==> src/rtl/period_meter_pkg.sv <==
// Shared constants and state encoding for the period meter.
package period_meter_pkg;

  localparam int unsigned DEF_CNT_W       = 16;
  localparam int unsigned DEF_SYNC_STAGES = 2;

  localparam logic [1:0] ST_IDLE    = 2'd0;
  localparam logic [1:0] ST_ARM     = 2'd1;
  localparam logic [1:0] ST_MEASURE = 2'd2;

  typedef enum logic [1:0] {
    IDLE    = ST_IDLE,
    ARM     = ST_ARM,
    MEASURE = ST_MEASURE
  } state_e;

endpackage

==> src/rtl/sync_edge_det.sv <==
// Synchroniser chain for an asynchronous level, with registered
// rising/falling edge pulses and a level copy aligned to those pulses.
module sync_edge_det #(
  parameter int unsigned STAGES = 2
) (
  input  logic clk,
  input  logic rst_n,
  input  logic d_i,
  output logic level_o,
  output logic rise_o,
  output logic fall_o
);

  logic [STAGES-1:0] sync_q;
  logic              dly_q;
  logic              rise_q;
  logic              fall_q;

  // Synchroniser shift, delayed copy of last stage, and edge pulses.
  always_ff @(posedge clk or negedge rst_n) begin
    if (!rst_n) begin
      sync_q <= '0;
      dly_q  <= 1'b0;
      rise_q <= 1'b0;
      fall_q <= 1'b0;
    end else begin
      sync_q <= {sync_q[STAGES-2:0], d_i};
      dly_q  <= sync_q[STAGES-1];
      rise_q <= sync_q[STAGES-1] & ~dly_q;
      fall_q <= ~sync_q[STAGES-1] & dly_q;
    end
  end

  // dly_q rises in the same cycle the rise pulse is presented.
  assign level_o = dly_q;
  assign rise_o  = rise_q;
  assign fall_o  = fall_q;

endmodule

==> src/rtl/period_meter.sv <==
// Period meter: counts clk cycles between consecutive rising edges of a
// slow asynchronous signal, strobes each result, flags saturation.
// Optional high-phase measurement enabled by defining PERIOD_METER_DUTY_EN.
module period_meter
  import period_meter_pkg::*;
#(
  parameter int unsigned CNT_W       = DEF_CNT_W,
  parameter int unsigned SYNC_STAGES = DEF_SYNC_STAGES
) (
  input  logic             clk,
  input  logic             rst_n,
  input  logic             en,
  input  logic             sig_in,
  output logic [CNT_W-1:0] period,
  output logic             period_vld,
  output logic             ovf,
  output logic [CNT_W-1:0] high_time
);

  localparam logic [CNT_W-1:0] CNT_MAX = {CNT_W{1'b1}};

  logic sync_level;
  logic sync_rise;
  logic sync_fall;

  state_e           state_q, state_d;
  logic [CNT_W-1:0] cnt_q, cnt_d;
  logic [CNT_W-1:0] period_q, period_d;
  logic             vld_q, vld_d;
  logic             ovf_q, ovf_d;

  logic clear_c;
  logic load_c;
  logic inc_c;
  logic commit_c;
  logic sat_c;

  sync_edge_det #(
    .STAGES (SYNC_STAGES)
  ) u_sync (
    .clk     (clk),
    .rst_n   (rst_n),
    .d_i     (sig_in),
    .level_o (sync_level),
    .rise_o  (sync_rise),
    .fall_o  (sync_fall)
  );

  // Falling edge is not needed here; level only in the duty build.
  logic unused_sync;
  assign unused_sync = &{1'b0, sync_fall, sync_level};

  // Next-state, counter control and result update.
  always_comb begin
    state_d  = state_q;
    clear_c  = 1'b0;
    load_c   = 1'b0;
    inc_c    = 1'b0;
    commit_c = 1'b0;
    sat_c    = 1'b0;

    if (!en) begin
      state_d = IDLE;
      clear_c = 1'b1;
    end else begin
      case (state_q)
        IDLE: begin
          clear_c = 1'b1;
          state_d = ARM;
        end
        ARM: begin
          if (sync_rise) begin
            load_c  = 1'b1;
            state_d = MEASURE;
          end else begin
            clear_c = 1'b1;
          end
        end
        MEASURE: begin
          // A rise on the saturation cycle still yields a valid period.
          if (sync_rise) begin
            commit_c = 1'b1;
            load_c   = 1'b1;
          end else if (cnt_q == CNT_MAX) begin
            sat_c   = 1'b1;
            clear_c = 1'b1;
            state_d = ARM;
          end else begin
            inc_c = 1'b1;
          end
        end
        default: begin
          clear_c = 1'b1;
          state_d = IDLE;
        end
      endcase
    end

    cnt_d = cnt_q;
    if (clear_c) begin
      cnt_d = '0;
    end else if (load_c) begin
      cnt_d = CNT_W'(1);
    end else if (inc_c) begin
      cnt_d = cnt_q + CNT_W'(1);
    end

    period_d = commit_c ? cnt_q : period_q;
    vld_d    = commit_c;
    ovf_d    = ovf_q;
    if (commit_c) begin
      ovf_d = 1'b0;
    end else if (sat_c) begin
      ovf_d = 1'b1;
    end
  end

  // State, counter and result registers.
  always_ff @(posedge clk or negedge rst_n) begin
    if (!rst_n) begin
      state_q  <= IDLE;
      cnt_q    <= '0;
      period_q <= '0;
      vld_q    <= 1'b0;
      ovf_q    <= 1'b0;
    end else begin
      state_q  <= state_d;
      cnt_q    <= cnt_d;
      period_q <= period_d;
      vld_q    <= vld_d;
      ovf_q    <= ovf_d;
    end
  end

  assign period     = period_q;
  assign period_vld = vld_q;
  assign ovf        = ovf_q;

`ifdef PERIOD_METER_DUTY_EN
  logic [CNT_W-1:0] hcnt_q, hcnt_d;
  logic [CNT_W-1:0] high_q, high_d;

  // High-phase counter follows the period counter's clear/load/step.
  always_comb begin
    hcnt_d = hcnt_q;
    if (clear_c) begin
      hcnt_d = '0;
    end else if (load_c) begin
      hcnt_d = CNT_W'(1);
    end else if (inc_c && sync_level) begin
      hcnt_d = hcnt_q + CNT_W'(1);
    end
    high_d = commit_c ? hcnt_q : high_q;
  end

  // High-phase counter and result registers.
  always_ff @(posedge clk or negedge rst_n) begin
    if (!rst_n) begin
      hcnt_q <= '0;
      high_q <= '0;
    end else begin
      hcnt_q <= hcnt_d;
      high_q <= high_d;
    end
  end

  assign high_time = high_q;
`else
  assign high_time = '0;
`endif

endmodule
==> config.mk <==
export PLATFORM = sky130hd
export DESIGN_NAME = period_meter
export DESIGN_NICKNAME = d
export VERILOG_FILES = /design/src/rtl/period_meter_pkg.sv /design/src/rtl/sync_edge_det.sv /design/src/rtl/period_meter.sv
export SDC_FILE = /design/constraint.sdc
export NUM_CORES = 1
export LEC_CHECK = 0
export BUFFER_PORTS_ARGS = -buffer_cell sky130_fd_sc_hd__buf_2
export CAP_MARGIN = 20
export CELL_PAD_IN_SITES_DETAIL_PLACEMENT = 0
export CELL_PAD_IN_SITES_GLOBAL_PLACEMENT = 2
export CORE_MARGIN = 4
export CORE_UTILIZATION = 30
export CTS_CLUSTER_SIZE = 12
export DETAILED_ROUTE_END_ITERATION = 12
export HOLD_SLACK_MARGIN = 0.12
export PLACE_DENSITY = 0.71
export SYNTH_ARGS = -nofsm -noshare
export SYNTH_HDL_FRONTEND = slang
export SYNTH_HIERARCHICAL = 1
export SYNTH_SLANG_ARGS = --single-unit
==> constraint.sdc <==
create_clock -name clk -period 2.65 [get_ports clk]
set_input_delay 0.265 -clock clk [delete_from_list [all_inputs] [get_ports clk]]
set_output_delay 0.265 -clock clk [all_outputs]
set_load 0.1 [all_outputs]
After elaboration in Yosys (flattened, before gate mapping)
Cells that the tools add are included.
Widths: inputs -> output; s select.
- multiply operators: 0
- reduce and logical (&&, ||, !) cells: 5
- equality and inequality tests: 6
- divide/modulo/power cells: 0
- bitwise logic cells: 2
- shifts and indexed selects: 0
- add/sub/neg operators: 1
- multiplexer cells: 26
- order comparisons: 0
- operators with widths (kind ; number):
    $mux 16 ; 3
    $mux 1 ; 17
    $add 16x1->16 const B ; 1
    $eq 16x16->1 const B ; 1
    $mux 2 ; 4
    $ne 3x3->1 const B ; 2
    $pmux 2 s3 ; 1
    $ne 3x2->1 const B ; 1
    $reduce_and 3->1 ; 1
    $reduce_bool 3->1 ; 1
    $eq 2x1->1 const B ; 1
    $eq 2x2->1 const B ; 1
    $logic_not 2->1 ; 1
    $pmux 1 s2 ; 1
    $reduce_bool 2->1 ; 1
    $reduce_or 2->1 ; 1
    $and 1x1->1 ; 1
    $not 1->1 ; 1
- latch bits: 0
- register bits after elaboration: 40
- bits in read-only memories: 0
- memories kept: 0
- bits in writable memories: 0
- output and inout bits: 34

Longest topological paths before layout
Gate-level depths: netlist of run 1.
- word-level depth: 8
- gate-level depth with buffers: 9
- gate-level depth less buffers: 6

Modules after synthesis
Netlist of run 1, hierarchy kept.
- modules (own cells, without submodules) (module ; times used ; seq. area each (sq um) ; area an instance (sq um) ; cells each):
    period_meter ; 1 ; 900.9 ; 1949.4 ; 183
    sync_edge_det ; 1 ; 125.1 ; 140.1 ; 7

Worst setup path after synthesis of run 1
No wires, ideal clock.
- path kind: reg-to-reg
- start point: register state_q[0]
- end point: register cnt_q[13]
- path slack: 699 ps
- clock period less this slack: 1951 ps
- stages on the path, launching flop included: 9
- arrival time: 1874 ps
- required time: 2573 ps
- path through: dfrtp_1 inv_1 ha_1 buf_6 nand3b_4 or3_1 clkbuf_2 or4_1 a21oi_1
- word-level cells in the longest chain between the ends: 6
- elaborated cells on any way between the ends: 12
- classes of those cells: 2 x eq/ne; 8 x mux; 2 x reduce/logical
- ends and longest elaborated chain (item ; RTL line ; text):
    start: declaration ; period_meter.sv:26 ; state_e state_q, state_d;
    start signal: assignment ; period_meter.sv:127 ; state_q <= state_d;
    $eq 2x2->1 or $eq 2x1->1 (tied branches) ; period_meter.sv:66 ; case (state_q)
    $reduce_or 2->1 (no line) ; - ;
    $mux 1 ; - ;
    $mux 1 ; period_meter.sv:62 ; if (!en) begin
    $mux 16 ; period_meter.sv:102 ; end else if (load_c) begin
    $mux 16 ; period_meter.sv:100 ; if (clear_c) begin
    end signal: assignment ; period_meter.sv:128 ; cnt_q <= cnt_d;
    end: declaration ; period_meter.sv:27 ; logic [CNT_W-1:0] cnt_q, cnt_d;
Parallel ways exist; a longest one is shown, timed or not.
A chain may end at the register's enable or synchronous reset.

Final worst setup path of run 1
- start point: register state_q[0]
- end point: register cnt_q[15]
Same word-level chain as after synthesis.

==> impl_metrics.tcl, run 1 <==
set metrics [dict create \
    grt_max_degree 41 \
    rrSetupSlack_ps 450 \
    irDropWorstVdd_v 0.000258 \
    fp.dieW_um 90.8 \
    worstPathRequired_ps 2850 \
    endpoint_kind "register" \
    hp-class "input pin to asynchronous set/reset pin" \
    grt_pass1_vias 1421 \
    cts_tree "built" \
    worstSetupPathType "register to register" \
    status "finished, final reports clean" \
    synth_area_per_cell_um2 10.9 \
    max_cap_violations 0 \
    avgRoutedWirePerCell_um 14.4 \
    grt_first_pass_wirelength_um 7170 \
    gp_congestion 0.745 \
    io_pins 38 \
    die_h_um 90.8 \
    layout.nets 218 \
    start_util_pct 31.7 \
    worstSetupStartpointType "register" \
    antenna_found_initial 0 \
    pre_cts_ws_ps 468 \
    io_buffers 21 \
    hpwl_um 2890 \
    relSlewSlack_pct 40.5 \
    cts.sinks 40 \
    clk_path_buf_depth 2 \
    clkTransAtPathRegs_ps 80 \
    post_layout_nonfiller_instances 288 \
    insertion_delay_ps 290 \
    finalCriticalPeriod_ps 2200 \
    drt_iter0_drc 63 \
    hold_viol_final 0 \
    overflow 0 \
    wl_um 4160 \
    vias_per_cell 5.04 \
    dr.pass1.iters 4 \
    numCtsBuffers 5 \
    diodes 0 \
    htree_levels 2 \
    drive_gt1_share_pct 24.6 \
    cp_max_fo 9 \
    dp_cells 279 \
    cp_slowest_stage_delay_ps 500 \
    timing.hold.ws_ps 99.8 \
    syn_inst 188 \
    p_leak_nw 1.04 \
    tns_ps 0 \
    slew_violations 0 \
    setup_violations 0 \
    path_cells "inv_1, ha_1, nand3b_4, or3_1, or4_1, a21oi_1" \
    powerDensity_nw_per_um2 539 \
    fmax_mhz 454 \
    worstMarginPinSlew_ps 892 \
    rsz0062_at_grt "no" \
    coreArea_um2 6490 \
    netlist_area_um2 2060 \
    vias 1452 \
    yosysWarnings 6 \
    cp_data_arrival_time_ps 2400 \
    rows 29 \
    final_common_cell "dfrtp_1" \
    syn2layout_area_growth_pct 9.07 \
    period_share_pct 83.1 \
    die_area_um2 8240 \
    fin_util_pct 34.5 \
    cts_root_buffer "clkbuf_8" \
    timing.final.ws_setup_ps 449 \
    drtAntennaViolNets 0 \
    mostFrequentLayoutCells "dfrtp_1, buf_2, mux2_2, conb_1, a21oi_1" \
    drc 0 \
    cp_slowest_cell "or4_1" \
    skew_ps 6.47 \
    globalRouteTotalUtil_pct 10.9 \
]
[per-layer routing]
metal | GRT usage [%] | vias to the layer above | routed length, um
li1 | - | 707 | -
met1 | 14.7 | 710 | 2030
met2 | 16.9 | 31 | 1910
met3 | 2.58 | 4 | 153
met4 | 4.52 | 0 | 65
met5 | 0 | - | 0
[worst paths after layout]
check	to	start	depth (start not counted)
hold / removal	period[12]	rst_n	1
max in group asynchronous	cnt_q[2]	rst_n	1
hold reg to reg	u_sync/sync_q[1]	u_sync/sync_q[0]	0
min in group clk	state_q[0]	en	3
setup / recovery	cnt_q[15]	state_q[0]	6
setup reg to reg	cnt_q[15]	state_q[0]	6
[critical path, delay by kind of cell (launching register included)]
family,cells,cell delay [ps]
fa+ha+maj,1,370
simple gates,3,1100
compound gates,1,150
flops,1,400
buf+inv,1,110
[area by class of cell]
class | instances | area [um^2]
fill | 669 | 4250
sequential | 40 | 1000
tap | 77 | 96.3
clock buffer | 8 | 90.1
inverter | 4 | 15.0
timing repair buffer | 25 | 138
multi-input combinational | 134 | 902
[registers in the layout (all words and copies together), names as in the netlist]
signal / flops
u_sync/level_o: 1
u_sync/rise_o: 1
cnt_q: 16
period_vld: 1
state_q: 2
u_sync/sync_q: 2
period: 16
ovf: 1
[through the flow]
step,total power [mW],instance area [um^2]
2_1_floorplan,0.800,2110
3_3_place_gp,0.802,2140
3_5_place_dp,0.803,2140
4_1_cts,1.23,2240
5_1_grt,1.27,2240
6_report,1.21,2240
[power by group]
group / switching [mW] / internal [mW]
Combinational: 0.146 / 0.0203
Sequential: 0.00660 / 0.618
Clock: 0.204 / 0.213
Total: 0.357 / 0.851
[timing repair]
item	in CTS	in global routing
endpoints found under the hold margin	1	0
buffers inserted	0	0
resized for setup	0	0
hold buffers	1	0
Power figures use the tool's default switching activity.
==> inputs of run 2 (changes only) <==
clock period = 2.1 ns   (was 2.65 ns; I/O delays follow)
==> impl_metrics.tcl, run 2 (synthesis gave the netlist of run 1 again) <==
set metrics [dict create \
    fmax_mhz 518 \
    multi_input_area_um2 912 \
    worstSetupStartpointType "register" \
    dr.pass1.iters 4 \
    grt_first_pass_wirelength_um 7530 \
    numCtsBuffers 5 \
    clkTransAtPathRegs_ps 80 \
    vias 1472 \
    comb_power_share_pct 14.3 \
    cp_slowest_cell "or4_1" \
    tns_ps 0 \
    drc 0 \
    cp_max_fo 6 \
    htree_levels 2 \
    netSwitchingFraction_pct 29.1 \
    cts_root_buffer "clkbuf_8" \
    insertion_delay_ps 280 \
    endpoint_kind "register" \
    p_clk_share_pct 34.0 \
    start_util_pct 31.7 \
    rsz0062_at_grt "no" \
    hp-class "input pin to register" \
    vias_per_cell 4.92 \
    period_share_pct 91.9 \
    gp_congestion 0.716 \
    grt_max_degree 25 \
    hold_viol_final 0 \
    rows 29 \
    die_area_um2 8240 \
    setup_violations 0 \
    syn2layout_area_growth_pct 13.7 \
    dp_cells 289 \
    drt_iter0_drc 31 \
    status "finished, final reports clean" \
    critical-path-top-delay-family "simple AND/OR/NAND/NOR gates" \
    antenna_found_initial 0 \
    seq_power_share_pct 51.7 \
    wl_um 4150 \
    fillers 663 \
    mostFrequentLayoutCells "dfrtp_1, buf_2, mux2_2, conb_1, a21oi_1" \
    cts.sinks 40 \
    layout.nets 229 \
    final_common_cell "dfrtp_1" \
    final-seq-area_um2 1000 \
    finish.instance_area_um2 2340 \
    finalCriticalPeriod_ps 1930 \
    max_cap_violations 0 \
    drtAntennaViolNets 0 \
    p_leak_nw 1.09 \
    fp.dieW_um 90.8 \
    path_cells "inv_1, ha_1, nand3b_4, or3_4, or4_1, a21oi_1" \
    die_h_um 90.8 \
    slew_violations 0 \
    cts_tree "built" \
    powerDensity_nw_per_um2 652 \
    coreArea_um2 6490 \
    hpwl_um 3090 \
    io_pins 38 \
    skew_ps 5.86 \
    p_int_mw 1.08 \
    diodes 0 \
    post_layout_nonfiller_instances 299 \
    placed_cell_area_um2 2220 \
    irDropWorstVdd_v 0.000302 \
    avgRoutedWirePerCell_um 13.9 \
    cp_slowest_stage_delay_ps 470 \
    worst-path-buf-inv 1 \
    drive_gt1_share_pct 28.8 \
    grt_pass1_vias 1522 \
    globalRouteTotalUtil_pct 11.1 \
    worstSetupPathType "register to register" \
    io_buffers 21 \
    clk_path_buf_depth 2 \
    overflow 0 \
    power.switching_uw 443 \
    worstPathRequired_ps 2310 \
    cp_data_arrival_time_ps 2140 \
]
-- run 2: changes by cell type in the layout (fill, tap and decap cells not counted) --
cell and change:
nor3b_2 +1, dlygate4sd3_1 +1, or3_4 +1, nor3b_1 -1, buf_4 +10, or3_1 -1
-- run 2: area by class of cell --
| type | instances | area share, % |
|---|---|---|
| Inverter | 4 | 0.642 |
| Tap cell | 77 | 4.12 |
| Timing Repair Buffer | 36 | 9.53 |
| Multi-Input combinational cell | 134 | 39.0 |
| Clock buffer | 8 | 3.85 |
| Sequential cell | 40 | 42.8 |
-- run 2: power groups by stage --
stage	registers, mW	clock network [mW]	logic, mW
global placement	0.803	0	0.219
CTS	0.788	0.544	0.220
floorplan	0.805	0	0.205
global route	0.790	0.572	0.237
finish	0.788	0.519	0.218
detailed placement	0.803	0	0.217
-- run 2: final timing paths --
check / startpoint / end / slack [ps] / cells after the start
worst max register to register: state_q[0] / cnt_q[15] / 170 / 6
max in group asynchronous: rst_n / cnt_q[9] / 1070 / 3
worst min-delay path: en / state_q[0] / 270 / 3
worst min register to register: u_sync/sync_q[0] / u_sync/sync_q[1] / 350 / 0
worst max-delay path: state_q[0] / cnt_q[15] / 170 / 6
min in group asynchronous: rst_n / period[12] / 380 / 2
-- run 2: worst min-delay path: cells and delay by family --
| kind | cells | cell delay (ps) |
|---|---|---|
| compound gates | 2 | 150 |
| buf+inv | 1 | 160 |
-- run 2: through the flow --
| stage | util [%] | total power, mW | setup slack [ps] | hold WS, ps |
|---|---|---|---|---|
| after floorplan | - | 1.01 | 149 | -85.6 |
| after global placement | 34.1 | 1.02 | 167 | 165 |
| after detailed placement | 34.1 | 1.02 | 134 | 162 |
| after CTS | 35.8 | 1.55 | 108 | 265 |
| after global routing | 36.0 | 1.60 | 8.08 | 282 |
| final | 36.0 | 1.52 | 170 | 265 |
-- run 2: metal layers --
layer	GRT usage, %	part of all wire, %	wire length [um]	vias to the layer above
met3	2.50	3.4	142	4
met1	15.2	49	2050	711
met2	17.9	46	1930	27
met5	0	0	0	-
li1	-	-	-	730
met4	2.64	0.75	31	0
-- run 2: timing repair --
action / in CTS / in global routing
endpoints found under the setup margin: 0 / 2
hold buffers: 2 / 0
buffers inserted: 0 / 0
endpoints found under the hold margin: 17 / 0
gates resized for setup: 0 / 2
